[config.mk]
export PLATFORM = sky130hd
export DESIGN_NAME = mem_copy_dma
export DESIGN_NICKNAME = d
export VERILOG_FILES = /design/src/rtl/mem_copy_dma.sv
export SDC_FILE = /design/constraint.sdc
export NUM_CORES = 1
export LEC_CHECK = 0
export BUFFER_PORTS_ARGS = -buffer_cell sky130_fd_sc_hd__buf_2
export CAP_MARGIN = 30
export CORE_ASPECT_RATIO = 0.9
export CORE_MARGIN = 2
export CORE_UTILIZATION = 45
export CTS_BUF_LIST = sky130_fd_sc_hd__clkbuf_4 sky130_fd_sc_hd__clkbuf_8
export CTS_CLUSTER_DIAMETER = 100
export DETAILED_ROUTE_END_ITERATION = 6
export HOLD_SLACK_MARGIN = 0.05
export REMOVE_ABC_BUFFERS = 1
export SYNTH_ARGS = -nofsm -noshare
export SYNTH_HDL_FRONTEND = slang
export SYNTH_SLANG_ARGS = --single-unit
[constraint.sdc]
create_clock -name aclk -period 8.2 [get_ports aclk]
set_input_delay 2.05 -clock aclk [delete_from_list [all_inputs] [get_ports aclk]]
set_output_delay 2.05 -clock aclk [all_outputs]
set_load 0.02 [all_outputs]
[src/rtl/mem_copy_dma.sv]
// Single-channel AXI4 memory-to-memory copy engine: reads up to BURST_LEN words
// into a local buffer, writes them out, and repeats until the length is exhausted.
//
// state   | meaning
// IDLE    | waiting for cfg_start
// RD_ADDR | read address issued, waiting for ar_ready
// RD_DATA | collecting read beats into the buffer until r_last
// WR_ADDR | write address issued, waiting for aw_ready
// WR_DATA | streaming buffer out on W
// WR_RESP | waiting for write response, then next burst or finish
// DONE    | raise done_irq, back to IDLE
module mem_copy_dma #(
  parameter int          BURST_LEN = 16,
  parameter logic [3:0]  AXI_ID    = 4'h1
) (
  input  logic        aclk,
  input  logic        areset,
  input  logic [31:0] cfg_src,
  input  logic [31:0] cfg_dst,
  input  logic [15:0] cfg_len,
  input  logic        cfg_start,
  input  logic        irq_clr,
  output logic        busy,
  output logic        done_irq,
  output logic        err,
  output logic [3:0]  aw_id,
  output logic [31:0] aw_addr,
  output logic [7:0]  aw_len,
  output logic [2:0]  aw_size,
  output logic [1:0]  aw_burst,
  output logic        aw_valid,
  input  logic        aw_ready,
  output logic [31:0] w_data,
  output logic [3:0]  w_strb,
  output logic        w_last,
  output logic        w_valid,
  input  logic        w_ready,
  input  logic [1:0]  b_resp,
  input  logic        b_valid,
  output logic        b_ready,
  output logic [3:0]  ar_id,
  output logic [31:0] ar_addr,
  output logic [7:0]  ar_len,
  output logic [2:0]  ar_size,
  output logic [1:0]  ar_burst,
  output logic        ar_valid,
  input  logic        ar_ready,
  input  logic [31:0] r_data,
  input  logic [1:0]  r_resp,
  input  logic        r_last,
  input  logic        r_valid,
  output logic        r_ready
);

  localparam int IW = (BURST_LEN > 1) ? $clog2(BURST_LEN) : 1;
  localparam int BW = $clog2(BURST_LEN) + 1;

  typedef enum logic [2:0] {IDLE, RD_ADDR, RD_DATA, WR_ADDR, WR_DATA, WR_RESP, DONE} state_t;

  state_t         state;
  logic [31:0]    src, dst;
  logic [15:0]    remaining;
  logic [BW-1:0]  beats;
  logic [IW-1:0]  idx;
  logic           xfer_err;
  logic [31:0]    buffer [BURST_LEN];

  logic [IW-1:0]  idx_nxt;
  logic [31:0]    src_nxt, dst_nxt;
  logic [15:0]    rem_nxt;

  // Burst size limited by remaining work, buffer depth and both 4 KB pages.
  function automatic logic [BW-1:0] calc_beats(input logic [9:0] s_word,
                                               input logic [9:0] d_word,
                                               input logic [15:0] rem);
    logic [15:0] n, s_room, d_room;
    n      = rem;
    s_room = 16'd1024 - {6'd0, s_word};
    d_room = 16'd1024 - {6'd0, d_word};
    if (n > 16'(BURST_LEN)) n = 16'(BURST_LEN);
    if (n > s_room) n = s_room;
    if (n > d_room) n = d_room;
    return BW'(n);
  endfunction

  assign idx_nxt = idx + 1'b1;
  assign src_nxt = src + (32'(beats) << 2);
  assign dst_nxt = dst + (32'(beats) << 2);
  assign rem_nxt = remaining - 16'(beats);

  assign ar_id    = AXI_ID;
  assign ar_addr  = src;
  assign ar_len   = 8'(beats - BW'(1));
  assign ar_size  = 3'd2;
  assign ar_burst = 2'b01;
  assign aw_id    = AXI_ID;
  assign aw_addr  = dst;
  assign aw_len   = 8'(beats - BW'(1));
  assign aw_size  = 3'd2;
  assign aw_burst = 2'b01;
  assign w_strb   = 4'hF;

  always_ff @(posedge aclk) begin
    if (state == RD_DATA && r_valid && r_ready)
      buffer[idx] <= r_data;
  end

  always_ff @(posedge aclk) begin
    if (areset) begin
      state     <= IDLE;
      busy      <= 1'b0;
      done_irq  <= 1'b0;
      err       <= 1'b0;
      xfer_err  <= 1'b0;
      ar_valid  <= 1'b0;
      r_ready   <= 1'b0;
      aw_valid  <= 1'b0;
      w_valid   <= 1'b0;
      w_last    <= 1'b0;
      b_ready   <= 1'b0;
      idx       <= '0;
      remaining <= '0;
      beats     <= '0;
    end else begin
      // Any status set later in this cycle overrides the clear.
      if (irq_clr) begin
        done_irq <= 1'b0;
        err      <= 1'b0;
      end
      case (state)
        IDLE: begin
          if (cfg_start) begin
            src       <= cfg_src;
            dst       <= cfg_dst;
            remaining <= cfg_len;
            done_irq  <= 1'b0;
            err       <= 1'b0;
            xfer_err  <= 1'b0;
            idx       <= '0;
            busy      <= 1'b1;
            if (cfg_len == 16'd0) begin
              state <= DONE;
            end else begin
              beats    <= calc_beats(cfg_src[11:2], cfg_dst[11:2], cfg_len);
              ar_valid <= 1'b1;
              state    <= RD_ADDR;
            end
          end
        end
        RD_ADDR: begin
          if (ar_ready) begin
            ar_valid <= 1'b0;
            r_ready  <= 1'b1;
            idx      <= '0;
            state    <= RD_DATA;
          end
        end
        RD_DATA: begin
          if (r_valid) begin
            idx <= idx_nxt;
            if (r_resp != 2'b00) begin
              err      <= 1'b1;
              xfer_err <= 1'b1;
            end
            if (r_last) begin
              r_ready  <= 1'b0;
              aw_valid <= 1'b1;
              state    <= WR_ADDR;
            end
          end
        end
        WR_ADDR: begin
          if (aw_ready) begin
            aw_valid <= 1'b0;
            w_valid  <= 1'b1;
            w_data   <= buffer[0];
            w_last   <= (beats == BW'(1));
            idx      <= '0;
            state    <= WR_DATA;
          end
        end
        WR_DATA: begin
          if (w_ready) begin
            if (w_last) begin
              w_valid <= 1'b0;
              w_last  <= 1'b0;
              b_ready <= 1'b1;
              state   <= WR_RESP;
            end else begin
              idx    <= idx_nxt;
              w_data <= buffer[idx_nxt];
              w_last <= (BW'(idx_nxt) == beats - BW'(1));
            end
          end
        end
        WR_RESP: begin
          if (b_valid) begin
            b_ready   <= 1'b0;
            src       <= src_nxt;
            dst       <= dst_nxt;
            remaining <= rem_nxt;
            if (b_resp != 2'b00) err <= 1'b1;
            if (xfer_err || b_resp != 2'b00 || rem_nxt == 16'd0) begin
              state <= DONE;
            end else begin
              beats    <= calc_beats(src_nxt[11:2], dst_nxt[11:2], rem_nxt);
              ar_valid <= 1'b1;
              state    <= RD_ADDR;
            end
          end
        end
        DONE: begin
          done_irq <= 1'b1;
          busy     <= 1'b0;
          state    <= IDLE;
        end
        default: state <= IDLE;
      endcase
    end
  end

endmodule

==> qor.csv <==
metric;value;unit
drive_above_1_share;28.0;%
peakVddDrop;0.000292;V
htree_levels;3;
pre_cts_ws;1320;ps
max_freq;144;MHz
r2r-start;beats[1]$_SDFFE_PP0P_;
die_w;275;um
grt_overflow;0;
critPathMaxStageDelay;780;ps
ios;269;
final_cell_count_no_fill;3212;
regArea;19000;sq um
arrival;7550;ps
crit_required;8810;ps
cts.clk_slew.worst_paths;60;ps
synth_edf_count;608;
fin_skew;24.0;ps
final_antenna_net_count;0;
post_cts_resized;0;
crit_path_start_kind;register;
rsz0062_at_grt;false;
root_buffer;clkbuf_8;
yosysTopAreaCellShare;61.6;%
worstSkewPairLatency;710;ps
synth_top_area_cell;edfxtp_1;
finalWorstSetupSlack;1250;ps
synth_commonest_cells;edfxtp_1 (608), nand2_1 (255), mux4_2 (160);
die_h;248;um
synth-warning-count;0;
powerDensity;248;nW/um^2
cap_violations;0;
final_util;51.9;%
placedCellCount;3027;
clock-sinks;646;
yosys.cell_count.top_type;edfxtp_1;
drc;0;
grt_pass1_vias;18300;
cts.path.max_buffers;3;
port_buffers;246;
yosysSeqAreaShare;64.1;%
cts_tree;built;
synthArstFlopShare;0;%
multi_input_area;10100;sq um
core-area;65400;sq um
ys_ff_latch;646;
hpwl;44400;um
ff2ff_path_depth;28;
hold_buffers;0;
fin_crit_sh;84.7;%
max_slew_margin;35.1;%
synth_ff_type;edfxtp_1;
critical_path.max_fanout;16;
slew_violations;0;
rows;89;
nFillCells;5501;
min_path_type;reg -> reg;
netlist_area;29700;sq um
synth.distinct_cells;93;
ff2ff_setup_slack;1250;ps
outcome;finished, final reports clean;
crit_top_cell;ha_1;
cts_setup_buffers;0;
synth_cells;1970;
viasPerCell;5.66;
setup_viol;0;
first_iter_violations;1663;
nNetsFinal;2469;
gp_congestion;0.873;
period_needed;6950;ps
initial_core_util;45.4;%
power.leakage;11.8;nW
worst-slew-pin-transition;973;ps
syn_to_final_growth;14.3;%
drt_wl_total;75100;um
antenna_found_initial;7;
grt_max_degree;113;
first_pass_iters;6;
critPathKind;reg -> reg;
reg2reg_to;beats[2]$_SDFFE_PP0P_;
die_area;68000;sq um
synth.avg_cell_area;15.1;sq um
startpoint;beats[1]$_SDFFE_PP0P_;
slowest_stage;o2111ai_1;
track_usage;22.1;%
vias;18200;
critical_path.endpoint;beats[2]$_SDFFE_PP0P_;
endpoint_kind;register;
cts_buffers;104;
grt_pass1_wl;112000;um
synthTopCellsByArea;edfxtp_1 (62%), mux4_2 (12%), nand2_1 (3.2%), ha_1 (2.9%), dfxtp_1 (2.6%);
hold_violations;0;
wl_per_cell;23.4;um
## cells in the final DEF (no fill, tap or decap), drive strengths merged, types with 33 or more instances in the layout
cell type / netlist / layout
xnor2: 55 / 55
inv: 44 / 48
dfxtp: 38 / 38
nand2: 255 / 255
o21ai: 79 / 79
conb: 2 / 34
edfxtp: 608 / 608
ha: 69 / 69
nor2: 109 / 109
clkinv: 1 / 33
mux4: 160 / 160
clkbuf: 65 / 142
nor3: 40 / 40
buf: 53 / 281
a21oi: 50 / 50
nand3: 36 / 36
xor2: 48 / 48
## sequential cells by signal (all words and copies together) (netlist names), 3 cells and up
name       cells
remaining     16
ar_addr       32
buffer       512
aw_addr       32
idx            4
beats          5
w_data        32
state          3
## stage by stage
step | instance area, sq um | setup TNS (ps) | hold WS (ps) | power [mW]
after floorplan | 29100 | -87550 | 426 | 5.23
after global placement | 31800 | 0 | 442 | 5.74
after detailed placement | 31900 | 0 | 452 | 5.76
after CTS | 33900 | 0 | 460 | 8.49
after global routing | 33900 | 0 | 496 | 8.83
final | 33900 | 0 | 458 | 8.42
## power breakdown
| group | internal [mW] | switching [mW] |
|---|---|---|
| registers | 3.70 | 0.125 |
| clock network | 1.43 | 1.28 |
| logic | 0.731 | 1.15 |
| total | 5.87 | 2.56 |
## worst min-delay path by stage
stage,slack (ps),to,start,cells past startpoint
after floorplan,430,xfer_err$_SDFFE_PP0P_,xfer_err$_SDFFE_PP0P_,2
after global placement,440,xfer_err$_SDFFE_PP0P_,xfer_err$_SDFFE_PP0P_,2
after detailed placement,450,xfer_err$_SDFFE_PP0P_,xfer_err$_SDFFE_PP0P_,2
after CTS,460,xfer_err$_SDFFE_PP0P_,xfer_err$_SDFFE_PP0P_,2
after global routing,500,xfer_err$_SDFFE_PP0P_,xfer_err$_SDFFE_PP0P_,2
final,460,xfer_err$_SDFFE_PP0P_,xfer_err$_SDFFE_PP0P_,2
## critical path: cells and delay by family, from the launching register on
family | cells | cell delay (ps)
XOR/XNOR | 1 | 260
flip-flops | 1 | 620
AO/OA/AOI/OAI | 12 | 2760
AND/OR/NAND/NOR | 9 | 1890
adder cells (fa/ha/maj) | 3 | 800
buffers and inverters | 3 | 490
## kinds of logic after synthesis
logic type	after synthesis	synth area share, %
DFF	646	64.1
and+or+nand+nor	575	9.17
AOI/OAI and AO/OA	240	5.22
muxes	168	12.4
buffers and inverters	164	2.88
xor gates and xnor gates	103	3.04
adders and majority gates	72	3.11
other	2	0.0253
## layout make-up
class                           count  area share [%]
Sequential cell                   646            56.1
Clock inverter                     39           0.808
Tap cell                          864            3.19
Clock buffer                      141            5.10
Multi-Input combinational cell   1192            29.8
Timing Repair Buffer              282            4.50
Antenna cell                        3          0.0221
Inverter                           45           0.498
## per-layer routing
metal	global-route usage (%)	routed length, um
met5	0	26
met4	6.57	1860
met3	4.05	4540
met2	36.5	36600
met1	30.1	32100
(Power assumes the default switching activity.)
